## src/rtl/exec_stage_mc.sv

```systemverilog
// Execute stage: D/E and E/M registers, forwarding, ALU, NZCV flags, ARM condition check.
// Define EXEC_MUL_EN to build in the iterative shift-add multiplier (busyE held for WIDTH+1 cycles).
module exec_stage_mc #(
    parameter int WIDTH = 32,
    parameter int AW    = 4
) (
    input  logic             clk,
    input  logic             reset,
    input  logic             stallE,
    input  logic             flushE,
    input  logic             PCSrcD,
    input  logic             RegWriteD,
    input  logic             MemtoRegD,
    input  logic             MemWriteD,
    input  logic             BranchD,
    input  logic             ALUSrcD,
    input  logic             MulD,
    input  logic [1:0]       FlagWriteD,
    input  logic [3:0]       ALUControlD,
    input  logic [3:0]       CondD,
    input  logic [AW-1:0]    WriteAddrD,
    input  logic [WIDTH-1:0] Rd1D,
    input  logic [WIDTH-1:0] Rd2D,
    input  logic [WIDTH-1:0] ExtD,
    input  logic [1:0]       ForwardAE,
    input  logic [1:0]       ForwardBE,
    input  logic [WIDTH-1:0] ResultW,
    output logic             PCSrcM,
    output logic             BranchM,
    output logic             RegWriteM,
    output logic             MemtoRegM,
    output logic             MemWriteM,
    output logic [WIDTH-1:0] ALUResultM,
    output logic [WIDTH-1:0] WriteDataM,
    output logic [AW-1:0]    WriteAddrM,
    output logic [3:0]       FlagsE,
    output logic             busyE
);

    typedef struct packed {
        logic             pc_src;
        logic             reg_write;
        logic             mem_to_reg;
        logic             mem_write;
        logic             branch;
        logic             alu_src;
`ifdef EXEC_MUL_EN
        logic             mul;
`endif
        logic [1:0]       flag_write;
        logic [3:0]       alu_ctrl;
        logic [3:0]       cond;
        logic [AW-1:0]    waddr;
        logic [WIDTH-1:0] rd1;
        logic [WIDTH-1:0] rd2;
        logic [WIDTH-1:0] ext;
    } de_t;

    typedef struct packed {
        logic             pc_src;
        logic             branch;
        logic             reg_write;
        logic             mem_to_reg;
        logic             mem_write;
        logic [AW-1:0]    waddr;
        logic [WIDTH-1:0] alu_result;
        logic [WIDTH-1:0] write_data;
    } em_t;

    de_t              de_q, de_d;
    em_t              em_q, em_d;
    logic [3:0]       flags_q, flags_d;
    logic             busy, mul_done, mul_abort, em_bubble;
    logic [WIDTH-1:0] src_a, fwd_b, src_b, alu_res, res_out, add_x, add_y;
    logic             add_cin, alu_c, alu_v, cond_ex;
    logic [WIDTH:0]   sum;
    logic             fn, fz, fc, fv;

    always_comb begin
        de_d = de_q;
        if (flushE) begin
            de_d = '0;
        end else if (!(stallE || busy)) begin
            de_d.pc_src     = PCSrcD;
            de_d.reg_write  = RegWriteD;
            de_d.mem_to_reg = MemtoRegD;
            de_d.mem_write  = MemWriteD;
            de_d.branch     = BranchD;
            de_d.alu_src    = ALUSrcD;
`ifdef EXEC_MUL_EN
            de_d.mul        = MulD;
`endif
            de_d.flag_write = FlagWriteD;
            de_d.alu_ctrl   = ALUControlD;
            de_d.cond       = CondD;
            de_d.waddr      = WriteAddrD;
            de_d.rd1        = Rd1D;
            de_d.rd2        = Rd2D;
            de_d.ext        = ExtD;
        end
    end

    always_comb begin
        case (ForwardAE)
            2'b01:   src_a = ResultW;
            2'b10:   src_a = em_q.alu_result;
            default: src_a = de_q.rd1;
        endcase
        case (ForwardBE)
            2'b01:   fwd_b = ResultW;
            2'b10:   fwd_b = em_q.alu_result;
            default: fwd_b = de_q.rd2;
        endcase
    end
    assign src_b = de_q.alu_src ? de_q.ext : fwd_b;

    // One adder serves ADD, SUB and RSB; subtraction adds the inverted operand plus one.
    always_comb begin
        add_x   = src_a;
        add_y   = src_b;
        add_cin = 1'b0;
        case (de_q.alu_ctrl)
            4'b0001: begin add_y = ~src_b; add_cin = 1'b1; end
            4'b0111: begin add_x = src_b; add_y = ~src_a; add_cin = 1'b1; end
            default: ;
        endcase
    end
    assign sum = {1'b0, add_x} + {1'b0, add_y} + {{WIDTH{1'b0}}, add_cin};

    always_comb begin
        alu_res = src_a;
        alu_c   = flags_q[1];
        alu_v   = flags_q[0];
        case (de_q.alu_ctrl)
            4'b0000, 4'b0001, 4'b0111: begin
                alu_res = sum[WIDTH-1:0];
                alu_c   = sum[WIDTH];
                alu_v   = (add_x[WIDTH-1] == add_y[WIDTH-1]) && (sum[WIDTH-1] != add_x[WIDTH-1]);
            end
            4'b0010: alu_res = src_a & src_b;
            4'b0011: alu_res = src_a | src_b;
            4'b0100: alu_res = src_a ^ src_b;
            4'b0101: alu_res = src_b;
            4'b0110: alu_res = ~src_b;
            default: alu_res = src_a;
        endcase
    end

    assign {fn, fz, fc, fv} = flags_q;
    always_comb begin
        case (de_q.cond)
            4'h0:    cond_ex = fz;
            4'h1:    cond_ex = !fz;
            4'h2:    cond_ex = fc;
            4'h3:    cond_ex = !fc;
            4'h4:    cond_ex = fn;
            4'h5:    cond_ex = !fn;
            4'h6:    cond_ex = fv;
            4'h7:    cond_ex = !fv;
            4'h8:    cond_ex = fc && !fz;
            4'h9:    cond_ex = !fc || fz;
            4'hA:    cond_ex = (fn == fv);
            4'hB:    cond_ex = (fn != fv);
            4'hC:    cond_ex = !fz && (fn == fv);
            4'hD:    cond_ex = fz || (fn != fv);
            4'hE:    cond_ex = 1'b1;
            default: cond_ex = 1'b0;
        endcase
    end

`ifdef EXEC_MUL_EN
    localparam int CW = $clog2(WIDTH + 1);
    typedef enum logic [1:0] {MUL_IDLE, MUL_RUN, MUL_DONE} mul_state_t;

    mul_state_t       state_q, state_d;
    logic [WIDTH-1:0] mcand_q, mcand_d, mplier_q, mplier_d, acc_q, acc_d;
    logic [CW-1:0]    cnt_q, cnt_d;
    logic             mul_start;

    assign mul_start = (state_q == MUL_IDLE) && de_q.mul && cond_ex;
    assign busy      = mul_start || (state_q == MUL_RUN);
    assign mul_done  = (state_q == MUL_DONE);
    assign mul_abort = flushE && (state_q != MUL_IDLE);
    assign res_out   = mul_done ? acc_q : alu_res;

    always_comb begin
        state_d  = state_q;
        mcand_d  = mcand_q;
        mplier_d = mplier_q;
        acc_d    = acc_q;
        cnt_d    = cnt_q;
        case (state_q)
            MUL_IDLE: if (mul_start) begin
                mcand_d  = src_a;
                mplier_d = src_b;
                acc_d    = '0;
                cnt_d    = CW'(WIDTH);
                state_d  = MUL_RUN;
            end
            MUL_RUN: begin
                acc_d    = acc_q + (mplier_q[0] ? mcand_q : '0);
                mcand_d  = mcand_q << 1;
                mplier_d = mplier_q >> 1;
                cnt_d    = cnt_q - 1'b1;
                if (cnt_q == CW'(1)) state_d = MUL_DONE;
            end
            default: state_d = MUL_IDLE;
        endcase
        if (flushE) state_d = MUL_IDLE;
    end

    always_ff @(posedge clk or negedge reset) begin
        if (!reset) begin
            state_q  <= MUL_IDLE;
            mcand_q  <= '0;
            mplier_q <= '0;
            acc_q    <= '0;
            cnt_q    <= '0;
        end else begin
            state_q  <= state_d;
            mcand_q  <= mcand_d;
            mplier_q <= mplier_d;
            acc_q    <= acc_d;
            cnt_q    <= cnt_d;
        end
    end
`else
    logic mul_unused;
    assign mul_unused = MulD;
    assign busy       = 1'b0;
    assign mul_done   = 1'b0;
    assign mul_abort  = 1'b0;
    assign res_out    = alu_res;
`endif

    // A busy or aborted multiply sends a bubble to M and leaves the flags alone.
    assign em_bubble = busy || mul_abort;

    always_comb begin
        em_d.pc_src     = de_q.pc_src    && cond_ex && !em_bubble;
        em_d.branch     = de_q.branch    && cond_ex && !em_bubble;
        em_d.reg_write  = de_q.reg_write && cond_ex && !em_bubble;
        em_d.mem_write  = de_q.mem_write && cond_ex && !em_bubble;
        em_d.mem_to_reg = de_q.mem_to_reg && !em_bubble;
        em_d.waddr      = de_q.waddr;
        em_d.alu_result = res_out;
        em_d.write_data = fwd_b;
        flags_d = flags_q;
        if (!em_bubble && cond_ex) begin
            if (de_q.flag_write[1]) flags_d[3:2] = {res_out[WIDTH-1], res_out == '0};
            if (de_q.flag_write[0] && !mul_done) flags_d[1:0] = {alu_c, alu_v};
        end
    end

    always_ff @(posedge clk or negedge reset) begin
        if (!reset) begin
            de_q    <= '0;
            em_q    <= '0;
            flags_q <= '0;
        end else begin
            de_q    <= de_d;
            em_q    <= em_d;
            flags_q <= flags_d;
        end
    end

    assign PCSrcM     = em_q.pc_src;
    assign BranchM    = em_q.branch;
    assign RegWriteM  = em_q.reg_write;
    assign MemtoRegM  = em_q.mem_to_reg;
    assign MemWriteM  = em_q.mem_write;
    assign ALUResultM = em_q.alu_result;
    assign WriteDataM = em_q.write_data;
    assign WriteAddrM = em_q.waddr;
    assign FlagsE     = flags_q;
    assign busyE      = busy;

endmodule

```

## config.mk

```make
export PLATFORM = sky130hd
export DESIGN_NAME = exec_stage_mc
export DESIGN_NICKNAME = d
export VERILOG_FILES = /design/src/rtl/exec_stage_mc.sv
export SDC_FILE = /design/constraint.sdc
export NUM_CORES = 1
export LEC_CHECK = 0
export BUFFER_PORTS_ARGS = -buffer_cell sky130_fd_sc_hd__clkbuf_2
export CAP_MARGIN = 20
export CORE_MARGIN = 4
export CORE_UTILIZATION = 41
export DETAILED_ROUTE_END_ITERATION = 16
export PLACE_DENSITY = 0.64
export SLEW_MARGIN = 25
export SYNTH_ARGS = -nofsm -noshare
export SYNTH_HDL_FRONTEND = slang
export SYNTH_SLANG_ARGS = --single-unit
export TNS_END_PERCENT = 30
```

## constraint.sdc

```tcl
create_clock -name clk -period 4.75 [get_ports clk]
set_clock_uncertainty 0.05 [all_clocks]
set_input_delay 0.475 -clock clk [delete_from_list [all_inputs] [get_ports clk]]
set_output_delay 0.475 -clock clk [all_outputs]
set_load 0.02 [all_outputs]
```

After elaboration in Yosys (flattened, before gate mapping)
Index checks and enable logic that the tools add are counted.
{ "op_classes": {"n_addsub": 2, "eq_ne": 30, "muxes": 10, "n_bitwise": 5, "n_reduce_logical": 20} }
{ "op_table": {"columns": ["operator", "n"], "rows": [
  ["two-way mux 116 bit", 2],
  ["case mux 32 bit (2 select lines)", 3],
  ["case mux 32 bit (6 select lines)", 1],
  ["two-way mux 32 bit", 2],
  ["inverter 32 bit", 2],
  ["adder 32 x 32 -> 33 bit", 1],
  ["adder 33 x 1 -> 33 bit", 1],
  ["AND 32 bit", 1],
  ["equality test 4 x 3 -> 1 bit (second input constant)", 8],
  ["logical NOT 32 bit", 1],
  ["OR 32 bit", 1],
  ["XOR 32 bit", 1],
  ["equality test 4 bit (second input constant)", 7],
  ["equality test 4 x 2 -> 1 bit (second input constant)", 4],
  ["case mux 1 bit (15 select lines)", 1],
  ["equality test 4 x 1 -> 1 bit (second input constant)", 2],
  ["logical NOT 4 bit", 2],
  ["logical AND 1 bit", 7],
  ["equality test 2 x 1 -> 1 bit (second input constant)", 2],
  ["equality test 2 bit (second input constant)", 2],
  ["logical NOT 1 bit", 4],
  ["AND reduction 3 bit", 1],
  ["OR reduction 3 bit", 1],
  ["equality test 1 bit", 2],
  ["6 further kinds", 8]
]} }
{ "word_totals": {"reg_bits": 193, "inputBits": 157, "output_inout_bits": 78, "wordCells": 90} }

Depth between registers and ports, before layout
{ "depth": {"ltp_word": 9, "ltp_mapped": 23, "depth_no_buf": 21} }

Least setup slack after synthesis
No wires, ideal clock.
{ "synth_timing": {"path_type": "input-to-reg", "startpoint": "input port ForwardBE[0]", "endpoint": "register flags_q[2], in the netlist FlagsE[2]", "setup_ns": 0.092, "arrival_ns": 4.934, "required_ns": 4.608, "setup_slack_ns": -0.326, "stages": 22, "cell_sequence": "inv_1 > ha_1 > buf_2 > buf_2 > nand2_1 > o21ai_1 > mux2i_1 > inv_1 > a21oi_1 > fa_1 > inv_1 > fa_1 > a211o_1 > a31o_2 > o21bai_2 > a21boi_0 > or3_1 > a31o_1 > a2111oi_2 > nand4_1 > or4b_1 > o31ai_2"} }
{ "synth_rtl": {"columns": ["item", "line_no", "source"], "rows": [
  ["from (decl)", "26", "input logic [1:0] ForwardBE,"],
  ["to (signal assigned)", "263", "flags_q <= flags_d;"],
  ["to (decl)", "72", "logic [3:0] flags_q, flags_d;"]
]} }

==> flow_metrics.py <==
metrics = {
    "placement": {
        "post-place-cells": 2502,
        "gp_congestion": 0.986,
        "pre_cts_ws_ps": -501,
        "postPlaceCellArea_mm2": 0.0178,
        "io_buffers": 232,
        "dp_hpwl_um": 39900,
    },
    "cts": {
        "postCtsHoldBufs": 0,
        "clk_path_buf_depth": 2,
        "cts_buffers": 17,
        "h-tree-depth": 4,
        "cts_root_buffer": "clkbuf_16",
        "cts_tree": "done",
        "clkTransAtPathRegs_ps": 90,
        "insertion_delay_ps": 450,
        "cts_sinks": 193,
    },
    "timing": {
        "relSlewSlack": 0.295,
        "worstMarginPinSlew_ps": 1050,
        "final_max_slew_viol_count": 0,
        "layout_setup_ws_ps": -77.7,
        "period_share": 1.02,
        "fmax_mhz": 207,
        "finalCriticalPeriod_ps": 4830,
        "tns_ps": -77.7,
        "final_hold_viol_count": 0,
        "setup_viol": 1,
        "grt_setup_unrepaired": "yes",
    },
    "logic_synthesis": {
        "yosys_warnings": 0,
        "netlist_area_mm2": 0.0141,
        "ys_types": 96,
        "synth_seq_area_share": 0.342,
        "netlist_instances": 1639,
        "ys_ff_latch": 193,
        "syn_avg_cell_area_um2": 8.62,
        "ys.flop_type": "dfrtp_1",
        "synth_nets": 1897,
        "synth_edf_count": 0,
        "synthArstFlopShare": 1.00,
    },
    "run_status": {
        "status": "complete, but fails checks",
        "violations": "setup timing",
    },
    "final_layout": {
        "multiInputGateArea_mm2": 0.00860,
        "seq_area_mm2": 0.00483,
        "nFillCells": 3032,
        "layout_commonest_cell": "buf_4",
        "drive_gt1_frac": 0.324,
        "layout_common_cells": "buf_4 (312), clkbuf_2 (228), nor2_1 (210)",
        "final_area_mm2": 0.0188,
        "antenna_cells": 0,
        "finalNonFillerCells": 2553,
        "area_growth_pct": 33.0,
        "layout.nets": 2350,
    },
    "drt": {
        "num_vias": 14300,
        "via_per_inst": 5.61,
        "wire_per_inst_um": 20.3,
        "first_pass_iters": 5,
        "drc_errors": 0,
        "drt_wl_total_um": 51900,
        "drt_iter0_drc": 1384,
        "ant_nets": 0,
    },
    "pwr": {
        "comb_power_share": 0.441,
        "power_frac_seq": 0.323,
        "peakVddDrop_uv": 240,
        "power.leakage_nw": 9.49,
        "pwr-share-clk": 0.237,
        "netSwitchingFraction": 0.392,
        "total_power_mw": 6.34,
        "power.density_mw_per_mm2": 337,
        "power.net_switching_mw": 2.48,
        "internal_power_mw": 3.85,
    },
    "critical_path": {
        "arrival_ps": 5120,
        "r2r_end": "FlagsE[2]",
        "regToRegStartpoint": "de_q[110]",
        "path_class": "primary input to flop",
        "required_ps": 5050,
        "rr_worst_depth": 17,
        "startpoint_type": "primary input",
        "crit_fanout": 7,
        "endpoint_kind": "flop",
        "rrSetupSlack_ps": -10,
        "worstSetupStartpoint": "ForwardBE[1]",
    },
    "global_routing": {
        "grt_use_total": 0.266,
        "antenna_found_initial": 0,
        "grt_pass1_wl_um": 79600,
        "overflow": 0,
        "grt_pass1_vias": 13900,
        "grt_max_degree": 99,
    },
    "floorplan": {
        "die_w_um": 194,
        "die-area_mm2": 0.0375,
        "die_h_um": 194,
        "rows": 67,
        "initial_core_util": 0.418,
        "core_mm2": 0.0338,
        "num_io_pins": 235,
    },
    "hold_path": {
        "hp-class": "primary input to async pin",
    },
    "run": {
        "drv_cap": 0,
    },
}
-- synth_stat cells (5+ instances only) --
| master | number | area (um2) |
|---|---|---|
| a2111oi_0 | 6 | 52.6 |
| a211o_1 | 8 | 70.1 |
| a211oi_1 | 22 | 165 |
| a21o_1 | 7 | 52.6 |
| a21oi_1 | 98 | 490 |
| a221o_1 | 17 | 170 |
| a221oi_1 | 7 | 61.3 |
| a22oi_1 | 83 | 623 |
| and2_1 | 6 | 37.5 |
| buf_1 | 17 | 63.8 |
| buf_2 | 22 | 110 |
| clkbuf_1 | 77 | 289 |
| dfrtp_1 | 193 | 4830 |
| ha_1 | 99 | 1240 |
| inv_1 | 109 | 409 |
| mux2_2 | 8 | 90.1 |
| mux2i_1 | 137 | 1370 |
| nand2_1 | 128 | 480 |
| nand2b_1 | 12 | 75.1 |
| nand3_1 | 9 | 45.0 |
| nand3b_1 | 5 | 37.5 |
| nand4_1 | 12 | 75.1 |
| nor2_1 | 212 | 796 |
| nor2b_1 | 10 | 62.6 |
| nor3_1 | 11 | 55.1 |
| nor3b_1 | 8 | 60.1 |
| o211ai_1 | 19 | 143 |
| o21a_1 | 8 | 60.1 |
| o21ai_0 | 104 | 521 |
| o21ai_1 | 42 | 210 |
| o21ai_2 | 5 | 43.8 |
| or3_1 | 7 | 43.8 |
| xnor2_1 | 7 | 61.3 |
| xor2_1 | 7 | 61.3 |
-- kinds of logic after synthesis --
group                    after synthesis  share of synthesized area
adder cells (fa/ha/maj)              101                     0.0905
XOR/XNOR                              14                    0.00868
multiplexers                         147                      0.106
flip-flops                           193                      0.342
AO/OA/AOI/OAI                        501                      0.245
AND/OR/NAND/NOR                      446                      0.140
buffers and inverters                236                     0.0684
other                                  1                   0.000265
-- metrics by stage --
stage               hold slack, ps   util
finish                        16.6  0.556
global route                  95.5  0.556
CTS                           63.4  0.545
detailed placement             311  0.526
global placement               307  0.526
floorplan                      129      -
-- flip-flops by register name (all words and copies together), names as in the netlist --
name and cells:
FlagsE 4, WriteAddrM 4, RegWriteM 1, PCSrcM 1, WriteDataM 32, de_q 116, MemWriteM 1, MemtoRegM 1
ALUResultM 32, BranchM 1
-- repair_timing --
action | in CTS | in global routing
endpoints found under the hold margin | 0 | 0
cloned | 0 | 3
setup endpoints to repair | 1 | 3
pin swaps | 0 | 27
setup buffers | 0 | 16
resized for setup | 6 | 57
-- routing by layer --
| layer | vias to the layer above | track usage | routed length (um) |
|---|---|---|---|
| li1 | 6772 | - | - |
| met1 | 6835 | 0.382 | 23100 |
| met2 | 623 | 0.400 | 22800 |
| met3 | 82 | 0.0643 | 4630 |
| met4 | 0 | 0.0771 | 1370 |
| met5 | - | 0 | 0 |
-- power groups by stage --
stage,Sequential (mW),Clock (mW),Combinational [mW]
finish,2.04,1.50,2.79
global route,2.06,1.59,3.03
CTS,2.03,1.53,2.67
detailed placement,2.06,0,2.65
global placement,2.07,0,2.60
floorplan,2.16,0,1.25
-- worst max-delay path, stage by stage --
cell       delay (ps)
buf_8             100
buf_6             110
ha_4              320
clkbuf_16         170
buf_8             110
a21oi_1            70
mux2_4            310
a22oi_2           160
o21ai_1           100
ha_1              410
nand2_2            90
a211o_1           350
buf_6             150
a2111oi_4         400
nor3_2            120
xor2_1            200
o2111ai_2         200
a2111oi_4         340
nand4_1           190
or4b_1            520
o31ai_2           220
-- how the worst max path moves through the flow --
stage                            to  slack, ps
after CTS                 FlagsE[2]          2
after global routing      FlagsE[2]       -220
final                     FlagsE[2]        -80
after global placement    FlagsE[2]       -430
after floorplan           FlagsE[2]         10
after detailed placement  FlagsE[2]       -500
-- final cells by class --
cell class	count	area share
multi-input combinational	1211	0.458
sequential	193	0.257
timing repair buffer	557	0.200
tap	448	0.0298
clock buffer	18	0.0234
inverter	112	0.0224
clock inverter	14	0.00912
No activity file was read; power rests on OpenSTA's default activity.
